==> src/rtl/arb_pkg.sv <==
// Shared constants, FSM state type and pointer helper for the 8-way round-robin arbiter.
package arb_pkg;

  localparam int unsigned N_REQ = 8;
  localparam int unsigned IDX_W = 3;

  typedef enum logic [0:0] {
    IDLE,
    GRANT
  } state_e;

  // Successor of a requester index, wrapping 7 -> 0.
  function automatic logic [IDX_W-1:0] next_ptr(input logic [IDX_W-1:0] ptr);
    return ptr + IDX_W'(1);
  endfunction

endpackage

==> src/rtl/rr_pick8.sv <==
// Combinational round-robin pick: the first set request scanning upward from last_ptr+1, mod 8.
module rr_pick8
  import arb_pkg::*;
(
  input  logic [N_REQ-1:0] req_i,
  input  logic [IDX_W-1:0] last_ptr_i,
  output logic [IDX_W-1:0] winner_o,
  output logic             any_o
);

  logic [IDX_W-1:0] start;
  logic [N_REQ-1:0] rot;
  logic [IDX_W-1:0] off;

  // Rotate so the scan start sits at bit 0, take the lowest set bit, then rotate back.
  always_comb begin
    start = next_ptr(last_ptr_i);
    rot   = '0;
    for (int i = 0; i < N_REQ; i++) begin
      rot[i] = req_i[IDX_W'(start + IDX_W'(i))];
    end
    off = '0;
    for (int i = N_REQ - 1; i >= 0; i--) begin
      if (rot[i]) off = IDX_W'(i);
    end
    winner_o = start + off;
    any_o    = |req_i;
  end

endmodule

==> src/rtl/rr_arbiter_8.sv <==
// 8-requester round-robin arbiter, hold-until-release grants, registered outputs.
// Optional forced release after MAX_HOLD grant cycles when HOLD_TIMEOUT_EN is defined.
module rr_arbiter_8
  import arb_pkg::*;
#(
  parameter int unsigned MAX_HOLD = 16
) (
  input  logic             clk,
  input  logic             rst,
  input  logic [N_REQ-1:0] req,
  input  logic             done,
  output logic [IDX_W-1:0] grant_idx,
  output logic             grant_en,
  output logic             busy,
  output logic             timeout
);

  if (MAX_HOLD < 2 || MAX_HOLD > 256) begin : g_max_hold_range
    $error("rr_arbiter_8: MAX_HOLD must lie in 2..256");
  end

  state_e           state_q, state_d;
  logic [IDX_W-1:0] last_ptr_q, last_ptr_d;
  logic [IDX_W-1:0] grant_idx_q, grant_idx_d;
  logic             grant_en_q, grant_en_d;
  logic             busy_q, busy_d;
  logic             timeout_q, timeout_d;

  logic [IDX_W-1:0] winner;
  logic             any;
  logic             rel_normal, rel_forced, rel_any;

  rr_pick8 u_pick (
    .req_i      (req),
    .last_ptr_i (last_ptr_q),
    .winner_o   (winner),
    .any_o      (any)
  );

`ifdef HOLD_TIMEOUT_EN
  localparam int unsigned CntW = $clog2(MAX_HOLD);

  logic [CntW-1:0] hold_cnt_q, hold_cnt_d;

  // Hold counter: zero while idle so it starts at 0 on the first grant cycle.
  always_comb begin
    hold_cnt_d = (state_q == GRANT) ? hold_cnt_q + CntW'(1) : '0;
  end

  // Hold counter register.
  always_ff @(posedge clk) begin
    if (rst) hold_cnt_q <= '0;
    else     hold_cnt_q <= hold_cnt_d;
  end

  assign rel_forced = (hold_cnt_q == CntW'(MAX_HOLD - 1));
`else
  assign rel_forced = 1'b0;
`endif

  assign rel_normal = done | ~req[grant_idx_q];
  assign rel_any    = rel_normal | rel_forced;

  // State and output registers.
  always_ff @(posedge clk) begin
    if (rst) begin
      state_q     <= IDLE;
      last_ptr_q  <= IDX_W'(N_REQ - 1);
      grant_idx_q <= '0;
      grant_en_q  <= 1'b0;
      busy_q      <= 1'b0;
      timeout_q   <= 1'b0;
    end else begin
      state_q     <= state_d;
      last_ptr_q  <= last_ptr_d;
      grant_idx_q <= grant_idx_d;
      grant_en_q  <= grant_en_d;
      busy_q      <= busy_d;
      timeout_q   <= timeout_d;
    end
  end

  // Next-state logic.
  always_comb begin
    state_d = state_q;
    case (state_q)
      IDLE:    if (any) state_d = GRANT;
      GRANT:   if (rel_any) state_d = IDLE;
      default: state_d = IDLE;
    endcase
  end

  // Next values of the registered outputs and the round-robin pointer.
  always_comb begin
    grant_idx_d = grant_idx_q;
    grant_en_d  = grant_en_q;
    busy_d      = busy_q;
    timeout_d   = 1'b0;
    last_ptr_d  = last_ptr_q;
    case (state_q)
      IDLE: begin
        grant_en_d = 1'b0;
        busy_d     = 1'b0;
        if (any) begin
          grant_idx_d = winner;
          grant_en_d  = 1'b1;
          busy_d      = 1'b1;
        end
      end
      GRANT: begin
        if (rel_any) begin
          grant_en_d = 1'b0;
          busy_d     = 1'b0;
          last_ptr_d = grant_idx_q;
          // A normal release on the same edge suppresses the timeout pulse.
          timeout_d  = rel_forced & ~rel_normal;
        end
      end
      default: begin
        grant_en_d = 1'b0;
        busy_d     = 1'b0;
      end
    endcase
  end

  assign grant_idx = grant_idx_q;
  assign grant_en  = grant_en_q;
  assign busy      = busy_q;
  assign timeout   = timeout_q;

endmodule

==> config.mk <==
export PLATFORM = sky130hd
export DESIGN_NAME = rr_arbiter_8
export DESIGN_NICKNAME = d
export VERILOG_FILES = /design/src/rtl/arb_pkg.sv /design/src/rtl/rr_pick8.sv /design/src/rtl/rr_arbiter_8.sv
export SDC_FILE = /design/constraint.sdc
export NUM_CORES = 1
export LEC_CHECK = 0
export ABC_AREA = 1
export CORE_ASPECT_RATIO = 1.5
export CORE_UTILIZATION = 48
export CTS_CLUSTER_SIZE = 12
export DETAILED_ROUTE_END_ITERATION = 8
export GPL_TIMING_DRIVEN = 0
export PLACE_DENSITY = 0.72
export SLEW_MARGIN = 10
export SYNTH_ARGS = -nofsm -noshare
export SYNTH_HDL_FRONTEND = slang
export SYNTH_SLANG_ARGS = --single-unit
==> constraint.sdc <==
create_clock -name clk -period 3.75 [get_ports clk]
set_input_delay 0.75 -clock clk [delete_from_list [all_inputs] [get_ports clk]]
set_output_delay 0.75 -clock clk [all_outputs]
set_load 0.02 [all_outputs]
Yosys cells after proc, flatten, opt, wreduce, memory -nomap -nowiden

Cells that the tools add are included.

Add/subtract/negate cells: 9
Magnitude comparators: 9
Equal/unequal tests: 1
Multiplexer cells: 31
Bitwise operators: 3
Reductions and logical operators: 3

Operators with widths:

| kind                                                        | number |
|---|---|
| less-than comparator 3 x 4 -> 1 bit (second input constant) | 9 |
| binary-select mux 1 bit (select 3 bit)                      | 9 |
| two-way mux 3 bit                                           | 8 |
| adder 3 bit (second input constant)                         | 4 |
| two-way mux 1 bit                                           | 12 |
| OR reduction 8 bit                                          | 1 |
| adder 3 x 1 -> 3 bit (second input constant)                | 2 |
| adder 3 x 2 -> 3 bit (second input constant)                | 2 |
| one-hot mux 1 bit (2 select lines)                          | 2 |
| AND reduction 2 bit                                         | 2 |
| adder 3 bit                                                 | 1 |
| != test 2 x 1 -> 1 bit (second input constant)              | 1 |
| NOT 1 bit                                                   | 2 |
| OR 1 bit                                                    | 1 |

Register bits: 8
Bits of input ports: 11
Output and inout bits: 6
Word-level logic and storage cells: 60

Longest topological paths before layout

Gate-level depths: netlist of run 1.

Depth in word-level cells: 13
Mapped depth: 25
Depth with buffers taken out: 23

Cells and area by module

From an unflattened synthesis of run 1, not the netlist that was laid out.

Cell total of the unflattened synthesis: 203
Area total of the unflattened synthesis: 1,163.6 um2

By module, submodules not included:

| module       | instances | cells an instance | area an instance (um2) | sequential area each (um2) |
|---|---|---|---|---|
| rr_pick8     | 1         | 140               | 725.7                  | 0.0 |
| rr_arbiter_8 | 1         | 63                | 437.9                  | 160.2 |

Worst setup path before layout of run 1

No wires, ideal clock.

Path kind: reg-to-reg
Start point: reg last_ptr_q[0]
End point: reg grant_idx_q[2] (netlist: grant_idx[2])
Setup time: 109 ps
Data arrival time: 2,798 ps
Required time: 3,641 ps
Path slack: 843 ps
Stages on the path, launching flop included: 26
Buffers on the path: 2
Period minus slack after synthesis: 2,907 ps
Path through: dfxtp_1 > inv_2 > buf_6 > ha_1 > buf_4 > inv_4 > nand2_1 > nand2_1 > nand2_1 > nand2_1 > nand2_1 > nand2_1 > nand2_1 > nand2_1 > nand2_1 > nand2_1 > nand2_1 > a21boi_1 > ha_1 > fa_1 > xor2_1 > inv_1 > nand2_1 > nand3_1 > nand2_1 > inv_1

Cells in the longest elaborated chain, start to end: 13
Elaborated cells on any way between the ends: 33
Those cells by class: 9 x add/sub; 24 x mux

Ends and longest elaborated chain:

| element                                 | line               | source |
|---|---|---|
| from (decl)                             | rr_arbiter_8.sv:23 | `logic [IDX_W-1:0] last_ptr_q, last_ptr_d;` |
| from (signal assigned)                  | rr_arbiter_8.sv:68 | `last_ptr_q <= IDX_W'(N_REQ - 1);` |
| from (signal assigned)                  | rr_arbiter_8.sv:75 | `last_ptr_q <= last_ptr_d;` |
| adder 3 x 1 -> 3 bit *                  | arb_pkg.sv:14      | `return ptr + IDX_W'(1);` |
| adder 3 bit                             | rr_pick8.sv:20     | `rot[i] = req_i[IDX_W'(start + IDX_W'(i))];` |
| binary-select mux 1 bit (select 3 bit)  | rr_pick8.sv:20     |  |
| two-way mux 1 bit (implied by the code) | rr_pick8.sv:20     |  |
| two-way mux 3 bit (8 in a row)          | rr_pick8.sv:24     | `if (rot[i]) off = IDX_W'(i);` |
| adder 3 bit *                           | rr_pick8.sv:26     | `winner_o = start + off;` |
| to (signal assigned)                    | rr_arbiter_8.sv:76 | `grant_idx_q <= grant_idx_d;` |
| to (decl)                               | rr_arbiter_8.sv:24 | `logic [IDX_W-1:0] grant_idx_q, grant_idx_d;` |

Mark *: on every way between the ends. The rest lies on a longest branch, timed or not. The select of a mux whose other input is x is not followed.
A chain may end at the register's enable or synchronous reset.

Final worst setup path of run 1

Same ends and word-level chain as after synthesis.

==> results of run 1 <==
## final cells by class
class,instances,share of cell area
buffer,6,0.0358
sequential,8,0.124
multi-input combinational,174,0.622
timing repair buffer,15,0.116
inverter,21,0.0629
tap,22,0.0213
clock buffer,3,0.0174
## metal layers
layer,vias to the layer above,GRT usage,routed length [um]
met5,-,0,0
met4,0,0.0714,36
met3,5,0.0256,83
met2,34,0.547,1560
met1,610,0.259,1210
li1,693,-,-
## per-stage QoR
step	hold WS (ns)	worst slack [ns]	total power, uW
2_1_floorplan	0.472	0.843	774
3_3_place_gp	0.485	0.541	952
3_5_place_dp	0.495	0.457	980
4_1_cts	0.509	0.444	1050
5_1_grt	0.542	0.110	1180
6_report	0.501	0.439	1050
## synthesized netlist by cell type (all sizes together)
cell	n	area (um2)
nand2	117	454
inv	21	81.3
nand3	20	110
nor2	9	38.8
dfxtp	8	160
o21ai	7	35.0
buf	6	46.3
o211ai	4	30.0
a21oi	3	15.0
ha	3	37.5
nand4	2	12.5
nor3	2	10.0
a21boi	1	7.51
a31oi	1	6.26
conb	1	3.75
fa	1	20.0
nand3b	1	7.51
o21a	1	7.51
xor2	1	8.76
## power groups by stage
stage / sequential, uW / combinational [uW] / clock (uW)
floorplan: 164 / 610 / 0
CTS: 151 / 833 / 66.1
finish: 152 / 837 / 63.9
global placement: 151 / 801 / 0
detailed placement: 152 / 827 / 0
global route: 155 / 952 / 71.0
## kinds of logic (layout without fill, tap and decap cells)
| group | after synthesis | in the layout |
|---|---|---|
| DFF | 8 | 8 |
| other | 1 | 1 |
| xor gates and xnor gates | 1 | 1 |
| AOI/OAI and AO/OA | 17 | 17 |
| adders and majority gates | 4 | 4 |
| buffers and inverters | 27 | 45 |
| and+or+nand+nor | 151 | 151 |
## state kept, by name, indices dropped and copies added, names as in the netlist
| signal | flops |
|---|---|
| last_ptr_q | 3 |
| state_q | 1 |
| grant_idx | 3 |
| busy | 1 |
## path summary, 6_finish.rpt
check             depth (start not counted)                  startpoint                   endpoint
setup / recovery                         25  last_ptr_q[0]$_SDFFE_PP1P_  grant_idx[2]$_SDFFE_PP0P_
hold / removal                            1           busy$_SDFFE_PP0P_          busy$_SDFFE_PP0P_
setup reg to reg                         25  last_ptr_q[0]$_SDFFE_PP1P_  grant_idx[2]$_SDFFE_PP0P_
hold reg to reg                           1           busy$_SDFFE_PP0P_          busy$_SDFFE_PP0P_
==> impl_metrics.json, run 1 <==
{
  "outcome": "finished clean",
  "worstSetupStartpointType": "flip-flop",
  "synth_compound_area_frac": 0.0928,
  "grt_pass1_vias": 1215,
  "synth_mux_area_frac": 0,
  "yosys.area_share.simple": 0.580,
  "syn_inst": 209,
  "cts_made_buffers": 3,
  "holdBufCountCts": 0,
  "critPathMaxStageDelay_ns": 0.47,
  "ys_warn_count": 0,
  "slew_viol_final": 0,
  "p_leak_uw": 0.000742,
  "final_cell_mix": "nand2_1 (111), inv_1 (18), nand3_1 (18)",
  "fmax_mhz": 302,
  "post_route_cells_drive_above_1_share": 0.0969,
  "nets": 244,
  "grt_usage": 0.270,
  "grt_pass1_wl_um": 4690,
  "avgViaCountPerCell": 5.39,
  "ys_types": 27,
  "avgRoutedWirePerCell_um": 11.6,
  "clkLatencyLatePin_ns": 0.25,
  "post_synth.cell_area_avg_um2": 5.23,
  "synthToLayoutAreaGrowth_pct": 18.3,
  "p_sw_uw": 599,
  "syn_area_mm2": 0.00109,
  "cts_tree": "yes",
  "peakVddDrop_mv": 0.494,
  "synth_adder_area_share": 0.0527,
  "hold_violations": 0,
  "synth-xor-area-share": 0.00802,
  "criticalPathCategory": "reg -> reg",
  "final_area_mm2": 0.00129,
  "rsz0062_at_grt": "false",
  "htreeDepth": 1,
  "hpwl_um": 2390,
  "cpMostUsedCell": "nand2_1",
  "ant_nets": 0,
  "route.detailed.drc": 0,
  "synth-seq-area-share": 0.147,
  "globalRouteOverflowTotal": 0,
  "fin_skew_ns": 0.00155,
  "cp_num_buf_inv": 6,
  "tns_ns": 0,
  "firstDrtPassIters": 4,
  "num_rows": 20,
  "seqPwrFrac": 0.144,
  "worstPathArrival_ns": 3.46,
  "reg2reg_setup_slack_ns": 0.44,
  "antenna_found_initial": 0,
  "post-place-cells": 246,
  "die_w_um": 41.0,
  "finalCritPeriodShare": 0.883,
  "drt-total-wl_um": 2890,
  "gp_congestion": 0.773,
  "synth_top_family_by_area": "simple AND/OR/NAND/NOR gates",
  "mostFrequentLayoutCell": "nand2_1",
  "crit_slowest_cell": "dfxtp_1",
  "drv_cap": 0,
  "cp.required_ns": 3.90,
  "core_area_mm2": 0.00208,
  "synth-seq-cells": 8,
  "post_cts_buffers": 0,
  "clk_pin_slew_ns": 0.05,
  "cp_max_fo": 11,
  "combPwrFrac": 0.795,
  "multi_input_area_um2": 805,
  "dieArea_mm2": 0.00247,
  "cellPowerDensity_mw_per_mm2": 814,
  "diodes": 0,
  "crit_family": "simple AND/OR/NAND/NOR gates",
  "grt_max_degree": 12,
  "vias": 1342,
  "worstHoldPathType": "reg -> reg",
  "cts_root_buffer": "clkbuf_4",
  "cts_resized": 0,
  "fill_cells": 217,
  "drt_iter0_markers": 53,
  "setup_viol": 0,
  "seq_area_um2": 160,
  "boundaryPins": 17,
  "cts_buffer_depth": 2,
  "internal_power_uw": 454,
  "clkPwrFrac": 0.061,
  "fin_util": 0.622,
  "portBuffers": 15,
  "numClockSinks": 8,
  "final_cells": 249,
  "start_util": 0.526,
  "p_sw_frac": 0.569,
  "dpl_cell_area_mm2": 0.00127,
  "chipHeight_um": 60.4,
  "endpoint_kind": "flip-flop",
  "syn-num-nets": 224,
  "post-route-min-period_ns": 3.31
}
No activity file was read; power rests on OpenSTA's default activity.
==> run 2, diff against run 1 <==
- DONT_BUFFER_PORTS: default -> 1
- PLACE_DENSITY: 0.72 -> 0.63
==> run 2 against run 1 <==
Clock skew hardly changed. Via count is 7.3% lower. Sequential share of layout area is 1.6 points higher. Routed wire length is 6.4% lower. First-iteration DRC count is 43% lower. Critical endpoint unchanged. Largest power group unchanged. Highest routed layer is now met3.
==> impl_metrics.json, run 2 (synthesized netlist as in run 1, its figures left out) <==
{
  "start_util": 0.526,
  "cts_buffer_depth": 2,
  "clkLatencyLatePin_ns": 0.25,
  "worstPathArrival_ns": 3.49,
  "num_rows": 20,
  "finalCritPeriodShare": 0.891,
  "worstHoldEndpoint": "last_ptr_q[1]$_SDFFE_PP1P_",
  "clk_pin_slew_ns": 0.05,
  "worstSetupStartpointType": "flip-flop",
  "holdBufCountCts": 0,
  "antenna_found_initial": 0,
  "rsz0062_at_grt": "false",
  "final_area_mm2": 0.00114,
  "min-delay-start": "last_ptr_q[1]$_SDFFE_PP1P_",
  "grt_usage": 0.257,
  "nets": 229,
  "portBuffers": 0,
  "met3_usage": 0.0183,
  "cts_root_buffer": "clkbuf_4",
  "crit_slowest_cell": "dfxtp_1",
  "vias": 1244,
  "ant_nets": 0,
  "avgRoutedWirePerCell_um": 11.6,
  "fin_skew_ns": 0.00203,
  "numClockSinks": 8,
  "cellPowerDensity_mw_per_mm2": 876,
  "grt_pass1_wl_um": 4510,
  "grt_pass1_vias": 1125,
  "globalRouteOverflowTotal": 0,
  "p_leak_uw": 0.000685,
  "r2r-start": "last_ptr_q[0]$_SDFFE_PP1P_",
  "route.detailed.drc": 0,
  "gp_congestion": 0.784,
  "grt_max_degree": 12,
  "cts_resized": 0,
  "mostFrequentLayoutCell": "nand2_1",
  "worstHoldPathType": "reg -> reg",
  "diodes": 0,
  "peakVddDrop_mv": 0.398,
  "cp_num_buf_inv": 6,
  "grt_busiest_layer": "met2",
  "dpl_cell_area_mm2": 0.00112,
  "cp.required_ns": 3.90,
  "crit_family": "simple AND/OR/NAND/NOR gates",
  "use_met1": 0.282,
  "hold_violations": 0,
  "drv_cap": 0,
  "final_cell_mix": "nand2_1 (111), inv_1 (18), nand3_1 (18)",
  "critPathMaxStageDelay_ns": 0.46,
  "synthToLayoutAreaGrowth_pct": 4.58,
  "criticalPathCategory": "reg -> reg",
  "dieArea_mm2": 0.00247,
  "globalRouteMet2Util": 0.496,
  "power_uw": 1000,
  "core_area_mm2": 0.00208,
  "boundaryPins": 17,
  "reg2reg_setup_slack_ns": 0.41,
  "cts_tree": "yes",
  "fmax_mhz": 299,
  "firstDrtPassIters": 4,
  "cts_made_buffers": 3,
  "avgViaCountPerCell": 5.32,
  "cp_max_fo": 11,
  "regToRegEndpoint": "grant_idx[2]$_SDFFE_PP0P_",
  "endpoint_kind": "flip-flop",
  "die_w_um": 41.0,
  "htreeDepth": 1,
  "chipHeight_um": 60.4,
  "reg2reg_depth": 25,
  "hpwl_um": 2280,
  "slew_viol_final": 0,
  "drt_iter0_markers": 30,
  "post_route_cells_drive_above_1_share": 0.104,
  "outcome": "finished clean",
  "holdPathStages": 2,
  "setup_viol": 0,
  "cpMostUsedCell": "nand2_1",
  "post-route-min-period_ns": 3.34,
  "post_cts_buffers": 0,
  "drt-total-wl_um": 2700,
  "tns_ns": 0
}
run 2: cell types whose count changed in the layout (fill, tap and decap cells not counted):
cell and delta:
clkdlybuf4s50_1 -15
run 2: area by class of cell:
type,instances,area [um2]
Tap cell,22,27.5
Sequential cell,8,160
Multi-Input combinational cell,174,805
Fill cell,233,935
Clock buffer,3,22.5
Inverter,21,81.3
Buffer,6,46.3
run 2: how the worst max path moves through the flow:
stage	cells after the start	to	from	slack [ns]
after detailed placement	25	grant_idx[2]$_SDFFE_PP0P_	last_ptr_q[0]$_SDFFE_PP1P_	0.44
after global routing	25	grant_idx[2]$_SDFFE_PP0P_	last_ptr_q[0]$_SDFFE_PP1P_	0.14
final	25	grant_idx[2]$_SDFFE_PP0P_	last_ptr_q[0]$_SDFFE_PP1P_	0.41
after global placement	25	grant_idx[2]$_SDFFE_PP0P_	last_ptr_q[0]$_SDFFE_PP1P_	0.47
after CTS	25	grant_idx[2]$_SDFFE_PP0P_	last_ptr_q[0]$_SDFFE_PP1P_	0.43
after floorplan	25	grant_idx[2]$_SDFFE_PP0P_	last_ptr_q[0]$_SDFFE_PP1P_	0.84
run 2: worst min-delay path, stage by stage, from the launching register on:
cell and delay [ns]:
dfxtp_1 0.32, nand2_1 0.07, nand3_1 0.07
run 2: power breakdown:
part	switching, uW	internal [uW]	total (uW)
clock network	28.8	36.6	65.3
logic	498	264	762
registers	58.4	115	173
run 2: metal layers:
metal	up-vias	routed length (um)
met3	0	113
met4	0	0
met5	-	0
met2	28	1510
met1	552	1080
li1	664	-
run 2: stage by stage:
stage / instances / hold slack, ns / utilization / setup WS, ns
2_1_floorplan: 209 / 0.472 / - / 0.843
3_3_place_gp: 231 / 0.494 / 0.539 / 0.468
3_5_place_dp: 231 / 0.500 / 0.539 / 0.441
4_1_cts: 234 / 0.512 / 0.550 / 0.431
5_1_grt: 234 / 0.520 / 0.550 / 0.139
6_report: 234 / 0.505 / 0.550 / 0.409
==> run 3, diff against run 2 <==
- CAP_MARGIN: default -> 40
- clock period: 3.75 -> 3.1 ns (I/O delays scaled with it)
==> run 3 against run 2 <==
Highest routed layer is now met4. Worst hold slack worse by 0.040 ns. Sequential power grew 24%. Non-clock buffer count up 1. Critical path depth decreased by 2. Clock-buffer cell count did not move.
==> impl_metrics.json, run 3 (synthesized netlist as in run 1, its figures left out) <==
{
  "boundaryPins": 17,
  "reg2reg_setup_slack_ns": 0.23,
  "final_cells": 235,
  "drt_iter0_markers": 33,
  "hold_violations": 0,
  "post_route_cells_drive_above_1_share": 0.174,
  "setup_viol": 0,
  "dpl_cell_area_mm2": 0.00112,
  "fin_util": 0.589,
  "post-place-cells": 231,
  "outcome": "finished clean",
  "num_rows": 20,
  "antenna_found_initial": 0,
  "fmax_mhz": 348,
  "seq_area_um2": 164,
  "firstDrtPassIters": 4,
  "dieArea_mm2": 0.00247,
  "drt-total-wl_um": 2870,
  "cts_made_buffers": 3,
  "synthToLayoutAreaGrowth_pct": 11.9,
  "worstHoldEndpoint": "state_q$_SDFF_PP0_",
  "cts_tree": "yes",
  "cp_max_fo": 11,
  "clk_pin_slew_ns": 0.05,
  "fin_skew_ns": 0.00214,
  "fill_cells": 219,
  "clkLatencyLatePin_ns": 0.25,
  "worstSetupStartpointType": "flip-flop",
  "cts_root_buffer": "clkbuf_4",
  "peakVddDrop_mv": 0.568,
  "worst_slack_ns": 0.226,
  "die_w_um": 41.0,
  "avgViaCountPerCell": 5.27,
  "multi_input_area_um2": 862,
  "grt_pass1_wl_um": 4610,
  "tns_ns": 0,
  "min-delay-start": "rst",
  "cp.required_ns": 3.25,
  "final_area_mm2": 0.00122,
  "p_leak_uw": 0.000692,
  "regToRegEndpoint": "grant_idx[2]$_SDFFE_PP0P_",
  "cts_buffer_depth": 2,
  "grt_max_degree": 12,
  "mostFrequentLayoutCell": "nand2_1",
  "holdPathStages": 1,
  "grt_pass1_vias": 1158,
  "start_util": 0.526,
  "diodes": 0,
  "slew_viol_final": 0,
  "core_area_mm2": 0.00208,
  "r2r-start": "last_ptr_q[0]$_SDFFE_PP1P_",
  "worstPathArrival_ns": 3.03,
  "post-route-min-period_ns": 2.87,
  "final_cell_mix": "nand2_1 (102), inv_1 (18), nand3_1 (18)",
  "drv_cap": 0,
  "grt_usage": 0.263,
  "rsz0062_at_grt": "false",
  "nets": 230,
  "vias": 1239,
  "numClockSinks": 8,
  "gp_congestion": 0.784,
  "endpoint_kind": "flip-flop",
  "avgRoutedWirePerCell_um": 12.2,
  "criticalPathCategory": "reg -> reg",
  "htreeDepth": 1,
  "route.detailed.drc": 0,
  "reg2reg_depth": 23,
  "chipHeight_um": 60.4,
  "globalRouteOverflowTotal": 0,
  "ant_nets": 0,
  "finalCritPeriodShare": 0.927,
  "dp_slack_ns": -0.209,
  "hpwl_um": 2280,
  "portBuffers": 0,
  "cellPowerDensity_mw_per_mm2": 1090,
  "worstHoldPathType": "in -> reg"
}
## run 3: how the worst max path moves through the flow
stage                               start                        end  slack (ns)  cells after the start
2_1_floorplan  last_ptr_q[0]$_SDFFE_PP1P_  grant_idx[2]$_SDFFE_PP0P_        0.19                     25
3_3_place_gp   last_ptr_q[0]$_SDFFE_PP1P_  grant_idx[2]$_SDFFE_PP0P_       -0.18                     25
3_5_place_dp   last_ptr_q[0]$_SDFFE_PP1P_  grant_idx[2]$_SDFFE_PP0P_       -0.21                     25
4_1_cts        last_ptr_q[0]$_SDFFE_PP1P_  grant_idx[2]$_SDFFE_PP0P_        0.04                     25
5_1_grt        last_ptr_q[0]$_SDFFE_PP1P_  grant_idx[2]$_SDFFE_PP0P_       0.007                     24
6_report       last_ptr_q[0]$_SDFFE_PP1P_  grant_idx[2]$_SDFFE_PP0P_        0.23                     23
## run 3: stage by stage
stage / hold slack, ns / total power (uW)
detailed placement: 0.500 / 1130
finish: 0.465 / 1330
floorplan: 0.472 / 936
global placement: 0.494 / 1100
CTS: 0.457 / 1240
global route: 0.458 / 1470
## run 3: final cells by class
cell class / count / share of cell area
Multi-Input combinational cell: 174 / 0.705
Inverter: 21 / 0.0727
Tap cell: 22 / 0.0225
Buffer: 5 / 0.0348
Timing Repair Buffer: 2 / 0.0123
Clock buffer: 3 / 0.0184
Sequential cell: 8 / 0.134
## run 3: repair_timing
| action | 4_1_cts | 5_1_grt |
|---|---|---|
| resized for setup | 5 | 18 |
| pin swaps | 0 | 3 |
| hold buffers | 0 | 0 |
| gates cloned | 0 | 0 |
| setup buffers | 1 | 1 |
| endpoints found under the setup margin | 2 | 2 |
## run 3: critical path, cell delays in order (launching register included)
cell and delay (ns):
dfxtp_4 0.39, inv_4 0.06, buf_8 0.15, ha_4 0.32, inv_8 0.06, nand2_2 0.08
nand2_4 0.07, nand2_2 0.08, nand2_1 0.06, nand2_1 0.07, nand2_2 0.06, nand2_1 0.06
nand2_1 0.04, nand2_1 0.05, nand2_1 0.04, nand2_1 0.06, a21boi_1 0.07, ha_2 0.19
fa_2 0.39, xor2_2 0.16, nand3_1 0.09, nand3_1 0.09, nand2_1 0.07, inv_1 0.03
## run 3: per-layer routing
| metal | share of wire | GRT usage | up-vias |
|---|---|---|---|
| li1 | - | - | 663 |
| met1 | 0.41 | 0.280 | 550 |
| met2 | 0.56 | 0.504 | 24 |
| met3 | 0.028 | 0.0220 | 2 |
| met4 | 0.0021 | 0.0762 | 0 |
| met5 | 0 | 0 | - |
## run 3: report_power, final
group / leakage [uW] / total [uW] / switching (uW) / internal (uW)
logic: 0.000612 / 1030 / 657 / 377
registers: 0.0000667 / 214 / 73.4 / 141
clock network: 0.0000138 / 79.1 / 34.8 / 44.3
total: 0.000692 / 1330 / 765 / 562
